[config.mk]
export PLATFORM = sky130hd
export DESIGN_NAME = r_order_release
export DESIGN_NICKNAME = d
export VERILOG_FILES = /design/src/rtl/r_order_release.sv
export SDC_FILE = /design/constraint.sdc
export NUM_CORES = 1
export LEC_CHECK = 0
export BUFFER_PORTS_ARGS = -buffer_cell sky130_fd_sc_hd__buf_2
export CAP_MARGIN = 20
export CORE_MARGIN = 2
export CORE_UTILIZATION = 50
export DETAILED_ROUTE_END_ITERATION = 10
export PLACE_DENSITY = 0.76
export SYNTH_ARGS = -nofsm -noshare
export SYNTH_HDL_FRONTEND = slang
export SYNTH_SLANG_ARGS = --single-unit
[constraint.sdc]
create_clock -name clk -period 4.8 [get_ports clk]
set_input_delay 0.96 -clock clk [delete_from_list [all_inputs] [get_ports clk]]
set_output_delay 0.96 -clock clk [all_outputs]
set_load 0.005 [all_outputs]
[src/rtl/r_order_release.sv]
// ---------------------------------------------------------------------------
// r_order_release
//
// Purpose:
//   Reorders R-channel bursts back into AR issue order. Every issued read
//   pushes its (internal UID, original ARID) pair into an in-order queue.
//   Beats are requested from the per-UID response memory for the head UID
//   only. They are forwarded to the master R channel with the original ID
//   restored, and the head entry retires on the RLAST handshake.
//
// Ports:
//   clk, rst_n                 clock, asynchronous active-low reset
//   ord_push_*                 enqueue of a newly issued read (valid/ready)
//   free_req, uid_to_free      drain request for the head UID
//   free_ack                   response memory has a beat for uid_to_free
//   rm_*                       beat from response memory, rm_ready = pop strobe
//   m_*                        master R channel
//   order_count                occupied queue entries
//   busy                       FSM is in STREAM
//   err_order                  sticky protocol error flag
//
// Optional feature:
//   R_ORDER_CHECK_EN - when defined, err_order flags a beat whose UID is not
//   the head UID, or a free_ack that disagrees with rm_valid, while in
//   STREAM. When undefined, err_order is tied to 0 and no compare logic
//   is built.
// ---------------------------------------------------------------------------
module r_order_release #(
    parameter int NUM_UIDS      = 16,
    parameter int ID_WIDTH      = 4,
    parameter int ORIG_ID_WIDTH = 4,
    parameter int DATA_WIDTH    = 64,
    parameter int RESP_WIDTH    = 2,
    parameter int ORDER_DEPTH   = 16
) (
    input  logic                               clk,
    input  logic                               rst_n,
    input  logic                               ord_push_valid,
    input  logic [ID_WIDTH-1:0]                ord_push_uid,
    input  logic [ORIG_ID_WIDTH-1:0]           ord_push_orig_id,
    output logic                               ord_push_ready,
    output logic                               free_req,
    output logic [ID_WIDTH-1:0]                uid_to_free,
    input  logic                               free_ack,
    input  logic                               rm_valid,
    input  logic [ID_WIDTH-1:0]                rm_id,
    input  logic [DATA_WIDTH-1:0]              rm_data,
    input  logic [RESP_WIDTH-1:0]              rm_resp,
    input  logic                               rm_last,
    output logic                               rm_ready,
    output logic                               m_valid,
    output logic [ORIG_ID_WIDTH-1:0]           m_id,
    output logic [DATA_WIDTH-1:0]              m_data,
    output logic [RESP_WIDTH-1:0]              m_resp,
    output logic                               m_last,
    input  logic                               m_ready,
    output logic [$clog2(ORDER_DEPTH+1)-1:0]   order_count,
    output logic                               busy,
    output logic                               err_order
);

    localparam int PW = $clog2(ORDER_DEPTH);
    localparam int CW = $clog2(ORDER_DEPTH + 1);

    typedef enum logic {
        IDLE   = 1'b0,
        STREAM = 1'b1
    } state_t;

    state_t                   state_reg;
    logic [PW-1:0]            rd_ptr_reg;
    logic [PW-1:0]            wr_ptr_reg;
    logic [CW-1:0]            count_reg;
    logic [ID_WIDTH-1:0]      last_uid_reg;

    logic [ID_WIDTH-1:0]      uid_mem  [ORDER_DEPTH];
    logic [ORIG_ID_WIDTH-1:0] orig_mem [ORDER_DEPTH];

    logic                     streaming;
    logic                     push_fire;
    logic                     retire;
    logic [ID_WIDTH-1:0]      head_uid;
    logic [ORIG_ID_WIDTH-1:0] head_orig;

    // NUM_UIDS is descriptive only; the UID space is defined by ID_WIDTH.
    logic unused_param;
    assign unused_param = (NUM_UIDS > 0);

    // -----------------------------------------------------------------------
    // Queue head and handshake decode
    // -----------------------------------------------------------------------
    assign head_uid  = uid_mem[rd_ptr_reg];
    assign head_orig = orig_mem[rd_ptr_reg];
    assign streaming = (state_reg == STREAM);

    // Readiness depends only on the registered count, so a same-cycle pop
    // never frees space for a push. Held low while reset is asserted.
    assign ord_push_ready = rst_n & (count_reg != CW'(ORDER_DEPTH));
    assign push_fire      = ord_push_valid & ord_push_ready;
    assign retire         = streaming & rm_valid & m_ready & rm_last;

    // -----------------------------------------------------------------------
    // Datapath: zero-latency pass-through while streaming
    // -----------------------------------------------------------------------
    assign busy        = streaming;
    assign free_req    = streaming;
    // In IDLE the last drained UID is held so the response memory sees a
    // stable request index.
    assign uid_to_free = streaming ? head_uid : last_uid_reg;
    assign m_valid     = streaming & rm_valid;
    assign m_id        = head_orig;
    assign m_data      = rm_data;
    assign m_resp      = rm_resp;
    assign m_last      = rm_last;
    assign rm_ready    = streaming & rm_valid & m_ready;
    assign order_count = count_reg;

    // -----------------------------------------------------------------------
    // Queue storage (no reset: entries are qualified by the pointers)
    // -----------------------------------------------------------------------
    always_ff @(posedge clk) begin
        if (push_fire) begin
            uid_mem[wr_ptr_reg]  <= ord_push_uid;
            orig_mem[wr_ptr_reg] <= ord_push_orig_id;
        end
    end

    // -----------------------------------------------------------------------
    // Pointers, count, FSM
    // -----------------------------------------------------------------------
    always_ff @(posedge clk or negedge rst_n) begin
        if (!rst_n) begin
            state_reg    <= IDLE;
            rd_ptr_reg   <= '0;
            wr_ptr_reg   <= '0;
            count_reg    <= '0;
            last_uid_reg <= '0;
        end else begin
            if (push_fire) begin
                wr_ptr_reg <= wr_ptr_reg + PW'(1);
            end
            if (retire) begin
                rd_ptr_reg <= rd_ptr_reg + PW'(1);
            end
            case ({push_fire, retire})
                2'b10:   count_reg <= count_reg + CW'(1);
                2'b01:   count_reg <= count_reg - CW'(1);
                default: count_reg <= count_reg;
            endcase

            if (streaming) begin
                last_uid_reg <= head_uid;
            end

            case (state_reg)
                IDLE: begin
                    if (count_reg != '0) begin
                        state_reg <= STREAM;
                    end
                end
                STREAM: begin
                    // Decision uses the registered count: a push landing in
                    // the same cycle as the last retire is picked up from
                    // IDLE on the following cycle.
                    if (retire && (count_reg <= CW'(1))) begin
                        state_reg <= IDLE;
                    end
                end
                default: state_reg <= IDLE;
            endcase
        end
    end

    // -----------------------------------------------------------------------
    // Optional protocol checker
    // -----------------------------------------------------------------------
`ifdef R_ORDER_CHECK_EN
    logic err_reg;

    always_ff @(posedge clk or negedge rst_n) begin
        if (!rst_n) begin
            err_reg <= 1'b0;
        end else if (streaming &&
                     ((rm_valid && (rm_id != head_uid)) || (free_ack != rm_valid))) begin
            err_reg <= 1'b1;
        end
    end

    assign err_order = err_reg;
`else
    logic unused_chk;
    assign unused_chk = &{1'b0, free_ack, rm_id};
    assign err_order  = 1'b0;
`endif

endmodule

==> flow_summary.ini, run 1 <==
[run_status]
status = finished, final reports clean

[setup_path]
critPathKind = register to primary output
startpoint_type = register
crit_chain = buf_4 -> mux4_2 -> mux2i_1 -> mux2i_1 -> mux2_2 -> buf_2
critPathMaxFanout = 16
critPathMostFrequentCell = mux2i_1
slowest_delay_ns = 0.73
critPathArrivalTime_ns = 2.80
slowest_stage = dfrtp_2
cp.required_ns = 3.84
end_kind = primary output

[synth]
syn_avg_cell_area_um2 = 17.7
syn-instance-count = 362
synthArstFlopShare_pct = 12.3
synth_nets = 457
synth_ff_type = edfxtp_1
synth_edf_count = 128
ys_seq_elements = 146
synth_cell_type_count = 32
syn_area_um2 = 6410
yosys_warnings = 0
synth_seq_area_share_pct = 67.0

[clocking]
clock_path_buffers = 2
cts_tree = done
postCtsSetupBuffers = 0
cts_buffers = 17
post_cts_resized = 0
cts.hold.buffers_added = 0
cts_root_buf = clkbuf_16
clock_latency_ns = 0.41
h-tree-depth = 4
path_clk_slew_ns = 0.06
cts_sinks = 146

[cells_and_area]
antenna_cells = 0
drive_above_1_share_pct = 29.5
seq_area_um2 = 4300
syn_to_final_growth_pct = 6.99
finalNetCount = 434
multiInputGateArea_um2 = 1480
fillers = 939

[global_route]
grt_pass1_vias = 2925
globalRouteMet1Util_pct = 21.7
grt-busiest-layer = met2
met2_usage_pct = 28.9
grt_overflow_total = 0
grt.met3_usage_pct = 6.69
grtUsageTotal_pct = 18.1
grt_pass1_wl_mm = 17.2
grt_max_degree = 20
grt_antenna_before_repair = 0

[pwr]
clockPowerShare_pct = 33.9
seq_power_share_pct = 42.7
power.share.combinational_pct = 23.4
p_int_uw = 2890
netSwitchingPower_uw = 1090
peakVddDrop_mv = 0.294
switching_share_pct = 27.4
power_density_nw_per_um2 = 581
cellLeakagePower_uw = 0.00237

[timing]
worstMarginPinSlew_ns = 1.03
post-route-min-period_ns = 3.76
hold_viol = 0
finalCritPeriodShare_pct = 78.3
finalWorstSetupSlack_ns = 1.04
relSlewSlack_pct = 31.3
finalSetupViolCount = 0
clock.fmax_mhz = 266
fin_skew_ns = 0.00774
final_max_slew_viol_count = 0
fin_tns_setup_ns = 0
rsz0062_at_grt = false

[drt]
drt_iter0_markers = 191
antenna_left = 0
vias_per_cell = 5.55
drc = 0
firstDrtPassIters = 4
postRouteWirelength_mm = 11.9
vias = 2908
wl_per_cell_um = 22.6

[min_path]
hold_path.class = primary input to asynchronous set/reset pin

[die]
die-width_um = 117
dieArea_um2 = 13700
core_area_um2 = 12600
rows = 41
die_h_um = 117
num_io_pins = 171
start_util_pct = 51.0

[run]
max_cap_viol_count = 0

[placement]
routabilityCongestion = 0.731
pre_cts_ws_ns = 1.22
place_hpwl_mm = 7.73
io_buffer_count = 32
[kinds of logic (layout without fill, tap and decap cells)]
logic type | after synthesis | in the layout | share of synthesized area (%)
compound gates | 7 | 7 | 0.742
buf+inv | 91 | 81 | 9.96
flops | 146 | 146 | 67.0
fa+ha+maj | 10 | 10 | 1.95
xor+xnor | 11 | 11 | 1.50
simple gates | 43 | 43 | 3.12
mux | 53 | 53 | 15.7
other cells | 1 | 1 | 0.0585
[layout make-up]
| type | instances | area share, % |
|---|---|---|
| multi-input combinational | 125 | 21.5 |
| tap | 172 | 3.14 |
| clock buffer | 19 | 6.31 |
| inverter | 9 | 0.493 |
| timing repair buffer | 40 | 3.21 |
| sequential | 146 | 62.6 |
| clock inverter | 13 | 2.66 |
[power groups by stage]
stage,sequential [uW],clock [uW],combinational (uW)
6_report,1700,1350,931
5_1_grt,1730,1430,1020
4_1_cts,1710,1370,948
3_5_place_dp,1730,0,934
3_3_place_gp,1720,0,915
2_1_floorplan,1590,0,826
[cells in the mapped netlist, types with 5 or more instances]
master    instances  area share, %
nor2_1           16           0.94
dfrtp_1          18            7.0
ha_1             10            2.0
mux2i_1          13            2.0
edfxtp_1        128             60
mux4_1            5            2.0
buf_4            73            8.5
mux4_2           31             11
inv_1             9           0.53
nand2_1          12           0.70
xnor2_1           8            1.1
[critical path, delay by kind of cell (launching register included)]
family	cells	cell delay, ns
buffers and inverters	2	0.54
flip-flops	1	0.73
multiplexers	4	1.10
[metal layers]
metal,vias to the layer above,part of all wire (%)
li1,1263,-
met2,143,51
met5,-,0
met4,0,3.2
met3,39,9.3
met1,1463,37
[through the flow]
stage / power (uW) / area, um^2 / util (%) / hold slack (ns) / instances
3_3_place_gp: 2630 / 6240 / 49.7 / 0.487 / 492
4_1_cts: 4030 / 6860 / 54.6 / 0.472 / 524
2_1_floorplan: 2420 / 6410 / - / 0.486 / 362
6_report: 3980 / 6860 / 54.6 / 0.467 / 524
5_1_grt: 4180 / 6860 / 54.6 / 0.488 / 524
3_5_place_dp: 2660 / 6240 / 49.7 / 0.490 / 492
[placed cells by master (no fill, tap or decap)]
master        n
o21ai_0       2
and3_1        1
conb_1        1
o22ai_1       1
and2_1        1
clkinv_1      3
clkinvlp_4    1
nand3b_1      2
buf_2        32
mux4_1        5
clkbuf_16    17
bufinv_16     4
mux4_2       31
clkbuf_1      2
nand2_1      12
edfxtp_1    128
nand3_1       1
xnor2_1       8
clkinv_4      3
mux2_2        4
nor3_1        4
buf_4         8
mux2i_1      13
a311oi_2      1
a31oi_1       1
dfrtp_2       1
inv_1         9
nand4_1       2
dfrtp_1      17
a21oi_1       2
nand2b_1      2
inv_6         2
ha_1         10
nor2_1       16
xor2_1        3
nand4b_1      2
[worst paths after layout]
check	from	to	slack, ns	cells after the start
max in group asynchronous	rst_n	rd_ptr_reg[0]$_DFFE_PN0P_	4.03	1
hold reg to reg	last_uid_reg[3]$_DFF_PN0_	last_uid_reg[3]$_DFF_PN0_	0.50	1
hold / removal	rst_n	last_uid_reg[3]$_DFF_PN0_	0.47	1
setup reg to reg	order_count[0]$_DFFE_PN0P_	orig_mem[6][2]$_DFFE_PP_	1.88	5
setup / recovery	rd_ptr_reg[0]$_DFFE_PN0P_	uid_to_free[1]	1.04	6
min in group clk	last_uid_reg[3]$_DFF_PN0_	last_uid_reg[3]$_DFF_PN0_	0.50	1
No activity file was read; power rests on OpenSTA's default activity.
==> inputs of run 2 (changes only) <==
- clock period: 4.8 -> 3.74 ns (I/O delays scaled with it)
==> flow_summary.ini, run 2 (synthesis results as in run 1) <==
[setup_path]
startpoint_type = register
slowest_delay_ns = 0.72
crit_end = uid_to_free[3]
critPathKind = register to primary output
crit_chain = buf_4 -> mux4_2 -> mux2i_1 -> mux2i_1 -> mux2_2 -> buf_2
r2r_slack_ns = 1.21
r2r-start = order_count[0]$_DFFE_PN0P_
cp.required_ns = 2.99
critPathArrivalTime_ns = 2.66
crit_cells = 6
rr_worst_depth = 8
slowest_stage = dfrtp_1
r2r-end = order_count[3]$_DFFE_PN0P_
critPathMostFrequentCell = mux2i_1
cp_num_buf_inv = 2
critPathMaxFanout = 11
startpoint = rd_ptr_reg[1]$_DFFE_PN0P_
cp_top_family = multiplexers
end_kind = primary output

[timing]
hold_viol = 0
fin_tns_setup_ns = 0
rsz0062_at_grt = false
finalSetupViolCount = 0
finalCritPeriodShare_pct = 91.2
worstMarginPinSlew_ns = 0.787
fin_skew_ns = 0.00677
clock.fmax_mhz = 293
post-route-min-period_ns = 3.41
hold_ws_ns = 0.267
relSlewSlack_pct = 47.5
final_max_slew_viol_count = 0

[cells_and_area]
finalNetCount = 450
drive_above_1_share_pct = 32.6
final_cell_mix = edfxtp_1 (128), buf_2 (32), mux4_2 (31)
syn_to_final_growth_pct = 8.08
antenna_cells = 0
layout_commonest_cell = edfxtp_1
finalInstanceArea_um2 = 6930
fillers = 930

[clocking]
cts_tree = done
h-tree-depth = 4
cts_buffers = 17
cts_sinks = 146
cts_root_buf = clkbuf_16
cts.hold.buffers_added = 0
path_clk_slew_ns = 0.06
clock_path_buffers = 2
post_cts_resized = 0
postCtsSetupBuffers = 0
clock_latency_ns = 0.41

[global_route]
grt_pass1_vias = 3079
grt_antenna_before_repair = 0
grt_pass1_wl_mm = 18.4
grtUsageTotal_pct = 19.5
grt_max_degree = 20
grt_overflow_total = 0

[die]
start_util_pct = 51.0
core_area_um2 = 12600
rows = 41
dieArea_um2 = 13700
die_h_um = 117
die-width_um = 117
num_io_pins = 171

[drt]
vias = 3001
firstDrtPassIters = 5
postRouteWirelength_mm = 12.6
antenna_left = 0
drc = 0
drt_iter0_markers = 252
vias_per_cell = 5.56
wl_per_cell_um = 23.4

[min_path]
hold_path.class = primary input to asynchronous set/reset pin

[placement]
place_hpwl_mm = 7.88
place_area_um2 = 6360
io_buffer_count = 32
routabilityCongestion = 0.774

[pwr]
peakVddDrop_mv = 0.342
power_density_nw_per_um2 = 725
cellLeakagePower_uw = 0.00244
power_uw = 5030

[run]
max_cap_viol_count = 0

[run_status]
status = finished, final reports clean
run 2: area by class of cell:
cell class              count  area [um^2]  share of cell area (%)
flip-flops and latches    146         4300                    62.0
multi-input cells         125         1480                    21.3
clock buffers              18          429                    6.19
repair buffers             56          340                    4.91
well taps                 172          215                    3.11
clock inverters            14          136                    1.97
inverters                   9         33.8                   0.488
run 2: worst min path at each step:
| stage | startpoint | endpoint | slack [ns] |
|---|---|---|---|
| finish | rst_n | order_count[2]$_DFFE_PN0P_ | 0.27 |
| global route | rst_n | order_count[2]$_DFFE_PN0P_ | 0.29 |
| CTS | rst_n | order_count[2]$_DFFE_PN0P_ | 0.26 |
| detailed placement | last_uid_reg[1]$_DFF_PN0_ | last_uid_reg[1]$_DFF_PN0_ | 0.50 |
| global placement | last_uid_reg[2]$_DFF_PN0_ | last_uid_reg[2]$_DFF_PN0_ | 0.48 |
| floorplan | rst_n | busy$_DFF_PN0_ | 0.45 |
run 2: power breakdown:
group          leakage (uW)  internal [uW]  switching (uW)  total, uW
combinational      0.000794            696             580       1280
clock              0.000275            976             617       1590
sequential          0.00137           1940             219       2160
total               0.00244           3610            1420       5030
run 2: per-layer routing:
layer	track usage [%]	routed length [um]
met3	5.77	1280
met2	30.8	6370
met1	24.2	4510
met5	0	0
met4	11.2	473
run 2: per-stage QoR:
step | setup WS (ns) | utilization, % | std cells
5_1_grt | 0.175 | 55.1 | 540
4_1_cts | 0.270 | 55.1 | 540
2_1_floorplan | 1.25 | - | 362
6_report | 0.330 | 55.1 | 540
3_3_place_gp | 0.793 | 50.6 | 508
3_5_place_dp | 0.774 | 50.6 | 508
run 2: worst reg2reg max path: stages, from the launching register on:
cell,delay [ns]
dfrtp_1,0.48
inv_1,0.10
ha_1,0.24
a311oi_2,0.62
inv_1,0.11
ha_1,0.31
nand4b_1,0.21
a21oi_1,0.19
xor2_1,0.18
==> inputs of run 3 (changes only) <==
- clock period: 3.74 -> 3.8 ns (I/O delays scaled with it)
==> flow_summary.ini, run 3 (synthesis results as in run 1) <==
[run_status]
status = finished, final reports clean

[min_path]
hold_path.class = primary input to asynchronous set/reset pin

[clocking]
path_clk_slew_ns = 0.06
cts_root_buf = clkbuf_16
cts_buffers = 17
cts.hold.buffers_added = 0
clock_path_buffers = 2
h-tree-depth = 4
post_cts_resized = 0
clock_latency_ns = 0.41
cts_tree = done
cts_sinks = 146
postCtsSetupBuffers = 0

[global_route]
grt_max_degree = 36
grtUsageTotal_pct = 17.8
grt_overflow_total = 0
grt_pass1_wl_mm = 17.0
grt_antenna_before_repair = 0
grt_pass1_vias = 2835

[drt]
wl_per_cell_um = 22.1
drc = 0
vias = 2950
postRouteWirelength_mm = 11.8
vias_per_cell = 5.50
drt_iter0_markers = 180
firstDrtPassIters = 4
antenna_left = 0

[timing]
hold_ws_ns = 0.269
fin_skew_ns = 0.00767
post-route-min-period_ns = 3.30
hold_viol = 0
fin_tns_setup_ns = 0
final_max_slew_viol_count = 0
worstMarginPinSlew_ns = 0.744
rsz0062_at_grt = false
finalSetupViolCount = 0
finalCritPeriodShare_pct = 86.9
clock.fmax_mhz = 303
relSlewSlack_pct = 50.4
finalWorstSetupSlack_ns = 0.497

[setup_path]
crit_cells = 6
cp_top_family = multiplexers
critPathKind = register to primary output
end_kind = primary output
slowest_delay_ns = 0.58
r2r-start = order_count[0]$_DFFE_PN0P_
slowest_stage = dfrtp_2
cp.required_ns = 3.04
startpoint = rd_ptr_reg[0]$_DFFE_PN0P_
cp_num_buf_inv = 2
critPathMaxFanout = 13
critPathArrivalTime_ns = 2.54
rr_worst_depth = 8
crit_chain = buf_4 -> mux4_2 -> mux2i_1 -> mux2i_1 -> mux2_2 -> buf_2
startpoint_type = register
critPathMostFrequentCell = mux2i_1

[cells_and_area]
finalNetCount = 446
final_cell_mix = edfxtp_1 (128), buf_2 (32), mux4_2 (31)
drive_above_1_share_pct = 32.1
antenna_cells = 0
fin_util_pct = 55.0
layout_commonest_cell = edfxtp_1
syn_to_final_growth_pct = 7.83
fin_cells = 536

[die]
core_area_um2 = 12600
die_h_um = 117
rows = 41
dieArea_um2 = 13700
start_util_pct = 51.0
die-width_um = 117
num_io_pins = 171

[placement]
pre_cts_ws_ns = 0.840
place_inst = 504
place_hpwl_mm = 7.64
io_buffer_count = 32
routabilityCongestion = 0.776

[pwr]
peakVddDrop_mv = 0.328
cellLeakagePower_uw = 0.00242
power_density_nw_per_um2 = 710

[run]
max_cap_viol_count = 0
-- run 3: cell types whose count changed in the layout (fill, tap and decap cells not counted), sizes merged --
cell    before  now
inv         12   11
clkinv       8    9
buf         56   52
-- run 3: layer usage --
layer | part of all wire (%) | vias up | track usage (%)
li1 | - | 1281 | -
met1 | 39 | 1492 | 22.7
met2 | 49 | 138 | 27.9
met3 | 8.8 | 39 | 4.63
met4 | 3.1 | 0 | 10.1
met5 | 0 | - | 0
-- run 3: layout make-up --
type,instances,area (um^2)
Clock buffer,18,429
Clock inverter,14,138
Fill cell,913,5660
Inverter,9,33.8
Multi-Input combinational cell,125,1480
Sequential cell,146,4300
Tap cell,172,215
Timing Repair Buffer,52,323
-- run 3: path summary, 6_finish.rpt --
path                       slack, ns                    endpoint
min in group clk                0.49   last_uid_reg[2]$_DFF_PN0_
max in group asynchronous       3.23   rd_ptr_reg[0]$_DFFE_PN0P_
min                             0.27  order_count[4]$_DFFE_PN0P_
min reg2reg                     0.49   last_uid_reg[2]$_DFF_PN0_
max reg2reg                     1.29  order_count[3]$_DFFE_PN0P_
max                             0.50              uid_to_free[1]
-- run 3: power by group --
part / switching (uW) / leakage [uW] / internal [uW]
logic: 569 / 0.000778 / 676
clock network: 613 / 0.000277 / 961
registers: 183 / 0.00137 / 1910
-- run 3: metrics by stage --
stage                     total power [uW]  area (um^2)
after global routing                  5150         6910
final                                 4910         6910
after detailed placement              3390         6340
after CTS                             4970         6910
after global placement                3350         6340
after floorplan                       3050         6410
